<file path="config.mk">
export PLATFORM = sky130hd
export DESIGN_NAME = imem_loader_flat
export DESIGN_NICKNAME = d
export VERILOG_FILES = /design/src/rtl/imem_loader_if.sv /design/src/rtl/imem_loader.sv /design/src/flat_wrapper.sv
export SDC_FILE = /design/constraint.sdc
export NUM_CORES = 1
export LEC_CHECK = 0
export ABC_CLOCK_PERIOD_IN_PS = 4900
export CORE_MARGIN = 5
export CORE_UTILIZATION = 56
export CTS_BUF_LIST = sky130_fd_sc_hd__clkbuf_8
export CTS_CLUSTER_DIAMETER = 120
export DETAILED_ROUTE_END_ITERATION = 16
export PLACE_DENSITY = 0.89
export SLEW_MARGIN = 25
export SYNTH_ARGS = -nofsm -noshare
export SYNTH_HDL_FRONTEND = slang
export SYNTH_SLANG_ARGS = --single-unit
</file>
<file path="constraint.sdc">
create_clock -name clk -period 4.9 [get_ports clk]
set_clock_uncertainty 0.1 [all_clocks]
set_input_delay 0.735 -clock clk [delete_from_list [all_inputs] [get_ports clk]]
set_output_delay 0.735 -clock clk [all_outputs]
set_load 0.02 [all_outputs]
</file>
<file path="src/rtl/imem_loader_if.sv">
// imem_loader_if
//   Groups the byte-stream handshake, the instruction-memory write port and
//   the load status lines of the instruction-memory loader.
//   master : the side that drives the byte stream and restart and observes
//            the write port and status (a test bench or a host bridge).
//   slave  : the loader itself.
//   Signals:
//     rx_valid / rx_data / rx_ready : byte stream, transfer when valid & ready
//     restart                       : one-cycle request to start a new load
//     im_we / im_addr / im_wd       : instruction-memory word write port
//     cpu_run                       : high when the program is loaded and valid
//     load_err                      : high when the last load was rejected
interface imem_loader_if;
    logic        rx_valid;
    logic [7:0]  rx_data;
    logic        rx_ready;
    logic        restart;
    logic        im_we;
    logic [31:0] im_addr;
    logic [31:0] im_wd;
    logic        cpu_run;
    logic        load_err;

    modport master (
        output rx_valid, rx_data, restart,
        input  rx_ready, im_we, im_addr, im_wd, cpu_run, load_err
    );

    modport slave (
        input  rx_valid, rx_data, restart,
        output rx_ready, im_we, im_addr, im_wd, cpu_run, load_err
    );
endinterface

</file>
<file path="src/rtl/imem_loader.sv">
// imem_loader
//   Receives a program as a byte stream and writes it into instruction memory.
//   Stream: N (16 bit, MSB first), N big-endian 32-bit words, then one
//   checksum byte equal to the XOR of all payload bytes. The core is released
//   (cpu_run) only after a matching checksum; any malformed load ends in an
//   error state that only restart or reset leaves.
//   Ports:
//     clk   : clock, rising edge
//     reset : asynchronous active-high reset
//     bus   : imem_loader_if.slave (byte stream, write port, status)
module imem_loader #(
    parameter logic [31:0] ADDR_BASE = 32'd0,
    parameter logic [15:0] MAX_WORDS = 16'd64
) (
    input  logic         clk,
    input  logic         reset,
    imem_loader_if.slave bus
);

    typedef enum logic [2:0] {
        HDR_HI,
        HDR_LO,
        DATA,
        CKSUM,
        DONE,
        ERROR
    } state_t;

    state_t      r_state;
    state_t      w_next;

    logic        r_live;     // low until the first edge after reset release
    logic        r_we;
    logic [31:0] r_addr;
    logic [31:0] r_wd;
    logic [23:0] r_asm;      // leading three bytes; the 4th completes the word
    logic [1:0]  r_bcnt;
    logic [15:0] r_wcnt;
    logic [15:0] r_n;
    logic [7:0]  r_ck;

    logic        w_ready;
    logic        w_xfer;
    logic        w_word_done;
    logic [15:0] w_n;
    logic [15:0] w_wcnt_inc;
    logic [31:0] w_word;

    // No byte is taken while a write is on the bus.
    assign w_ready     = r_live && !r_we &&
                         (r_state == HDR_HI || r_state == HDR_LO ||
                          r_state == DATA   || r_state == CKSUM);
    assign w_xfer      = bus.rx_valid && w_ready;
    assign w_n         = {r_n[15:8], bus.rx_data};
    assign w_wcnt_inc  = r_wcnt + 16'd1;
    assign w_word      = {r_asm, bus.rx_data};
    assign w_word_done = (r_state == DATA) && w_xfer && (r_bcnt == 2'd3);

    always_ff @(posedge clk or posedge reset) begin
        if (reset) begin
            r_state <= HDR_HI;
        end else begin
            r_state <= w_next;
        end
    end

    always_comb begin
        w_next = r_state;
        if (bus.restart) begin
            w_next = HDR_HI;
        end else if (w_xfer) begin
            case (r_state)
                HDR_HI: w_next = HDR_LO;
                HDR_LO: begin
                    if (w_n == 16'd0) begin
                        w_next = CKSUM;
                    end else if (w_n > MAX_WORDS) begin
                        w_next = ERROR;
                    end else begin
                        w_next = DATA;
                    end
                end
                DATA: begin
                    if (w_word_done && (w_wcnt_inc == r_n)) begin
                        w_next = CKSUM;
                    end
                end
                CKSUM: begin
                    if (bus.rx_data == r_ck) begin
                        w_next = DONE;
                    end else begin
                        w_next = ERROR;
                    end
                end
                default: w_next = r_state;
            endcase
        end
    end

    always_ff @(posedge clk or posedge reset) begin
        if (reset) begin
            r_live <= 1'b0;
            r_we   <= 1'b0;
            r_addr <= 32'd0;
            r_wd   <= 32'd0;
            r_asm  <= 24'd0;
            r_bcnt <= 2'd0;
            r_wcnt <= 16'd0;
            r_n    <= 16'd0;
            r_ck   <= 8'd0;
        end else begin
            r_live <= 1'b1;
            r_we   <= 1'b0;
            // restart wins over a byte on the same edge; that byte is dropped.
            if (bus.restart) begin
                r_bcnt <= 2'd0;
                r_wcnt <= 16'd0;
                r_ck   <= 8'd0;
            end else if (w_xfer) begin
                case (r_state)
                    HDR_HI: r_n[15:8] <= bus.rx_data;
                    HDR_LO: r_n <= w_n;
                    DATA: begin
                        r_asm  <= w_word[23:0];
                        r_bcnt <= r_bcnt + 2'd1;
                        r_ck   <= r_ck ^ bus.rx_data;
                        if (w_word_done) begin
                            r_we   <= 1'b1;
                            // Wraps modulo 2^32 by width.
                            r_addr <= ADDR_BASE + {16'd0, r_wcnt};
                            r_wd   <= w_word;
                            r_wcnt <= w_wcnt_inc;
                        end
                    end
                    default: ;
                endcase
            end
        end
    end

    assign bus.rx_ready = w_ready;
    assign bus.im_we    = r_we;
    assign bus.im_addr  = r_addr;
    assign bus.im_wd    = r_wd;
    assign bus.cpu_run  = (r_state == DONE);
    assign bus.load_err = (r_state == ERROR);

endmodule

</file>
<file path="src/flat_wrapper.sv">
// flat-port wrapper written by rule: the top's interface ports become plain ports
module imem_loader_flat 
#(
    parameter logic [31:0] ADDR_BASE = 32'd0,
    parameter logic [15:0] MAX_WORDS = 16'd64
)
  (clk, reset, bus_rx_valid, bus_rx_data, bus_restart, bus_rx_ready, bus_im_we, bus_im_addr, bus_im_wd, bus_cpu_run, bus_load_err);
  imem_loader_if bus_i ();
  input  logic clk;
  input  logic reset;
  input wire logic [$bits(bus_i.rx_valid)-1:0] bus_rx_valid;
  input wire logic [$bits(bus_i.rx_data)-1:0] bus_rx_data;
  input wire logic [$bits(bus_i.restart)-1:0] bus_restart;
  output wire logic [$bits(bus_i.rx_ready)-1:0] bus_rx_ready;
  output wire logic [$bits(bus_i.im_we)-1:0] bus_im_we;
  output wire logic [$bits(bus_i.im_addr)-1:0] bus_im_addr;
  output wire logic [$bits(bus_i.im_wd)-1:0] bus_im_wd;
  output wire logic [$bits(bus_i.cpu_run)-1:0] bus_cpu_run;
  output wire logic [$bits(bus_i.load_err)-1:0] bus_load_err;
  assign bus_i.rx_valid = bus_rx_valid;
  assign bus_i.rx_data = bus_rx_data;
  assign bus_i.restart = bus_restart;
  assign bus_rx_ready = bus_i.rx_ready;
  assign bus_im_we = bus_i.im_we;
  assign bus_im_addr = bus_i.im_addr;
  assign bus_im_wd = bus_i.im_wd;
  assign bus_cpu_run = bus_i.cpu_run;
  assign bus_load_err = bus_i.load_err;
  imem_loader #(.ADDR_BASE(ADDR_BASE), .MAX_WORDS(MAX_WORDS)) u_core (.clk(clk), .reset(reset), .bus(bus_i));
endmodule
</file>
==> results_dict.tcl <==
set metrics [dict create \
    antennaDiodeCount 0 \
    hold_buffers 0 \
    root_buffer "clkbuf_8" \
    clock_sinks 119 \
    hp-start "u_core.bus.im_addr[4]" \
    yosys_most_used_dff "dfrtp_1" \
    grt_antenna_before_repair 0 \
    vias 3674 \
    maxCapViolCount 0 \
    rsz0062_at_grt "false" \
    nNetsFinal 534 \
    r2r_end "u_core.bus.im_addr[12]" \
    cts_buffer_depth 2 \
    multiInputGateArea_mm2 0.00240 \
    coreArea_mm2 0.00973 \
    grt_pass1_wl_mm 19.0 \
    ys_ff_latch 119 \
    grt_pass1_vias 3812 \
    fin_total_pwr_w 0.00220 \
    postPlaceCellArea_mm2 0.00623 \
    cts_htree_levels 4 \
    worstMarginPinSlew_ns 0.952 \
    worstPathArrival_ns 3.20 \
    dp_hpwl_mm 7.59 \
    rows 36 \
    cp_max_fo 52 \
    cp.required_ns 5.11 \
    post-route-worst-setup-slack_ns 1.91 \
    area_growth_pct 19.6 \
    ys_seq_area_frac 0.534 \
    drive_gt1_frac 0.171 \
    max_freq_mhz 334 \
    die_h_um 110 \
    dr.pass1.iters 4 \
    async_flop_share 1.00 \
    seq_area_mm2 0.00298 \
    start_kind "input port" \
    avgSynthCellArea_um2 12.2 \
    grt_use_total 0.206 \
    fin_crit_sh 0.610 \
    min_period_ns 2.99 \
    drcViolationCount 0 \
    drt-total-wl_mm 11.4 \
    wl_per_cell_um 17.1 \
    leakage_nw 3.09 \
    start_util 0.573 \
    finalSetupViolCount 0 \
    gp_congestion 0.915 \
    final_area_mm2 0.00667 \
    r2r_start "u_core.r_state[2]" \
    synth-edff-count 0 \
    design.die.area_mm2 0.0120 \
    clkTransAtPathRegs_ns 0.06 \
    synth_area_mm2 0.00557 \
    p_per_area_mw_per_mm2 330 \
    worstSetupEndpointType "flop" \
    n_fill_cell 658 \
    ys_types 53 \
    slew_violations 0 \
    ant_nets 0 \
    port_buffers 63 \
    cts_buffers 17 \
    post_cts_resized 0 \
    first_iter_violations 143 \
    viasPerCell 5.52 \
    min_path_cells 2 \
    hold_viol 0 \
    ff2ff_path_depth 5 \
    rrSetupSlack_ns 2.16 \
    io-pin-count 80 \
    die_x_um 110 \
    synth_cells 458 \
    worst_hold_path_type "reg2reg" \
    yosysWarnings 0 \
    place_ws_ns 1.46 \
    status "completed" \
    cts_setup_buffers 0 \
    ir_drop_mv 0.212 \
    grt_start_max_net_pins 54 \
    hold_end "u_core.bus.im_addr[4]" \
    cts_tree "built" \
    overflow 0 \
    setup_tns_ns 0 \
    clk_latency_ns 0.43 \
    final_core_util 0.685 \
    max_slew_margin 0.360 \
    crit_type "in2reg" \
]
-- critical path, cell delays in order --
cell and delay (ns):
clkdlybuf4s50_1 0.48, nand4bb_1 0.40, nor3_4 0.28, buf_4 0.36, nand2_4 0.45, mux2_1 0.47
-- report_power, final --
part,total (W),internal (W),switching [W]
registers,0.00106,0.00102,0.0000388
logic,0.000183,0.0000850,0.0000983
clock network,0.000961,0.000578,0.000383
-- logic make-up after synthesis --
logic type,synth area share
other cells,0.00135
simple gates,0.121
buf+inv,0.0458
xor+xnor,0.0833
compound gates,0.0321
fa+ha+maj,0.00449
flops,0.534
mux,0.177
-- area by class of cell --
type,instances,area share
Timing Repair Buffer,67,0.0991
Clock buffer,19,0.0392
Inverter,6,0.00375
Multi-Input combinational cell,309,0.360
Tap cell,133,0.0250
Clock inverter,12,0.0263
Sequential cell,119,0.447
-- through the flow --
step                      hold WS (ns)  instances
after global routing             0.413        665
after CTS                        0.385        665
final                            0.382        665
after detailed placement         0.371        634
after global placement           0.362        634
after floorplan                  0.354        473
-- Yosys cell counts, drive strengths merged, types with 3 or more instances --
cell	number	share of area
nand3	12	0.013
buf	32	0.037
o21ai	9	0.0081
nor3	8	0.0092
a21oi	5	0.0045
clkbuf	7	0.0049
nor2b	4	0.0045
nor2	42	0.029
inv	6	0.0040
mux2	86	0.17
nand2	29	0.020
xor2	24	0.038
dfrtp	119	0.53
nor4	8	0.014
nand4	5	0.0094
xnor2	29	0.046
nand2b	3	0.0034
-- state kept, by name (all words and copies together) (netlist names) --
name,cells
u_core.bus.im_wd,32
u_core.r_asm,24
u_core.bus.im_addr,16
u_core.r_n,16
u_core.r_wcnt,16
u_core.r_ck,8
u_core.r_state,3
u_core.r_bcnt,2
u_core.bus.im_we,1
u_core.r_live,1
-- worst max path at each step --
| stage | start | to | slack [ns] | depth (start not counted) |
|---|---|---|---|---|
| after detailed placement | bus_rx_valid | u_core.bus.im_wd[26] | 1.46 | 6 |
| after CTS | bus_rx_valid | u_core.bus.im_addr[12] | 1.90 | 6 |
| after global placement | bus_rx_valid | u_core.bus.im_wd[0] | 1.17 | 6 |
| final | bus_rx_valid | u_core.bus.im_addr[12] | 1.91 | 6 |
| after global routing | bus_rx_valid | u_core.bus.im_wd[4] | 1.79 | 6 |
| after floorplan | reset | u_core.bus.im_addr[0] | 0.91 | 1 |
-- cells in the final DEF (no fill, tap or decap), types with 3 or more instances in the layout --
cell             count
clkbuf_8            19
nor2_1              41
buf_4                4
a21oi_1              5
xnor2_1             29
mux2_2              43
dfrtp_1            119
bufinv_16            4
inv_1                5
o21ai_0              8
nand2_1             28
nor2b_1              4
nand3_1             11
clkdlybuf4s50_1     63
nand2b_1             3
xor2_1              24
mux2_1              43
nor4_1               5
nand4_1              3
nor3_1               7
clkinv_4             3
clkinv_2             4
conb_1              17
-- metal layers --
layer / up-vias / wire, um / track usage / part of all wire
met2: 110 / 5810 / 0.333 / 0.51
met1: 1869 / 4720 / 0.267 / 0.42
li1: 1670 / - / - / -
met3: 25 / 604 / 0.0534 / 0.053
met5: - / 0 / 0 / 0
met4: 0 / 228 / 0.0801 / 0.020
Note: power is estimated with default switching activity, not from simulation.
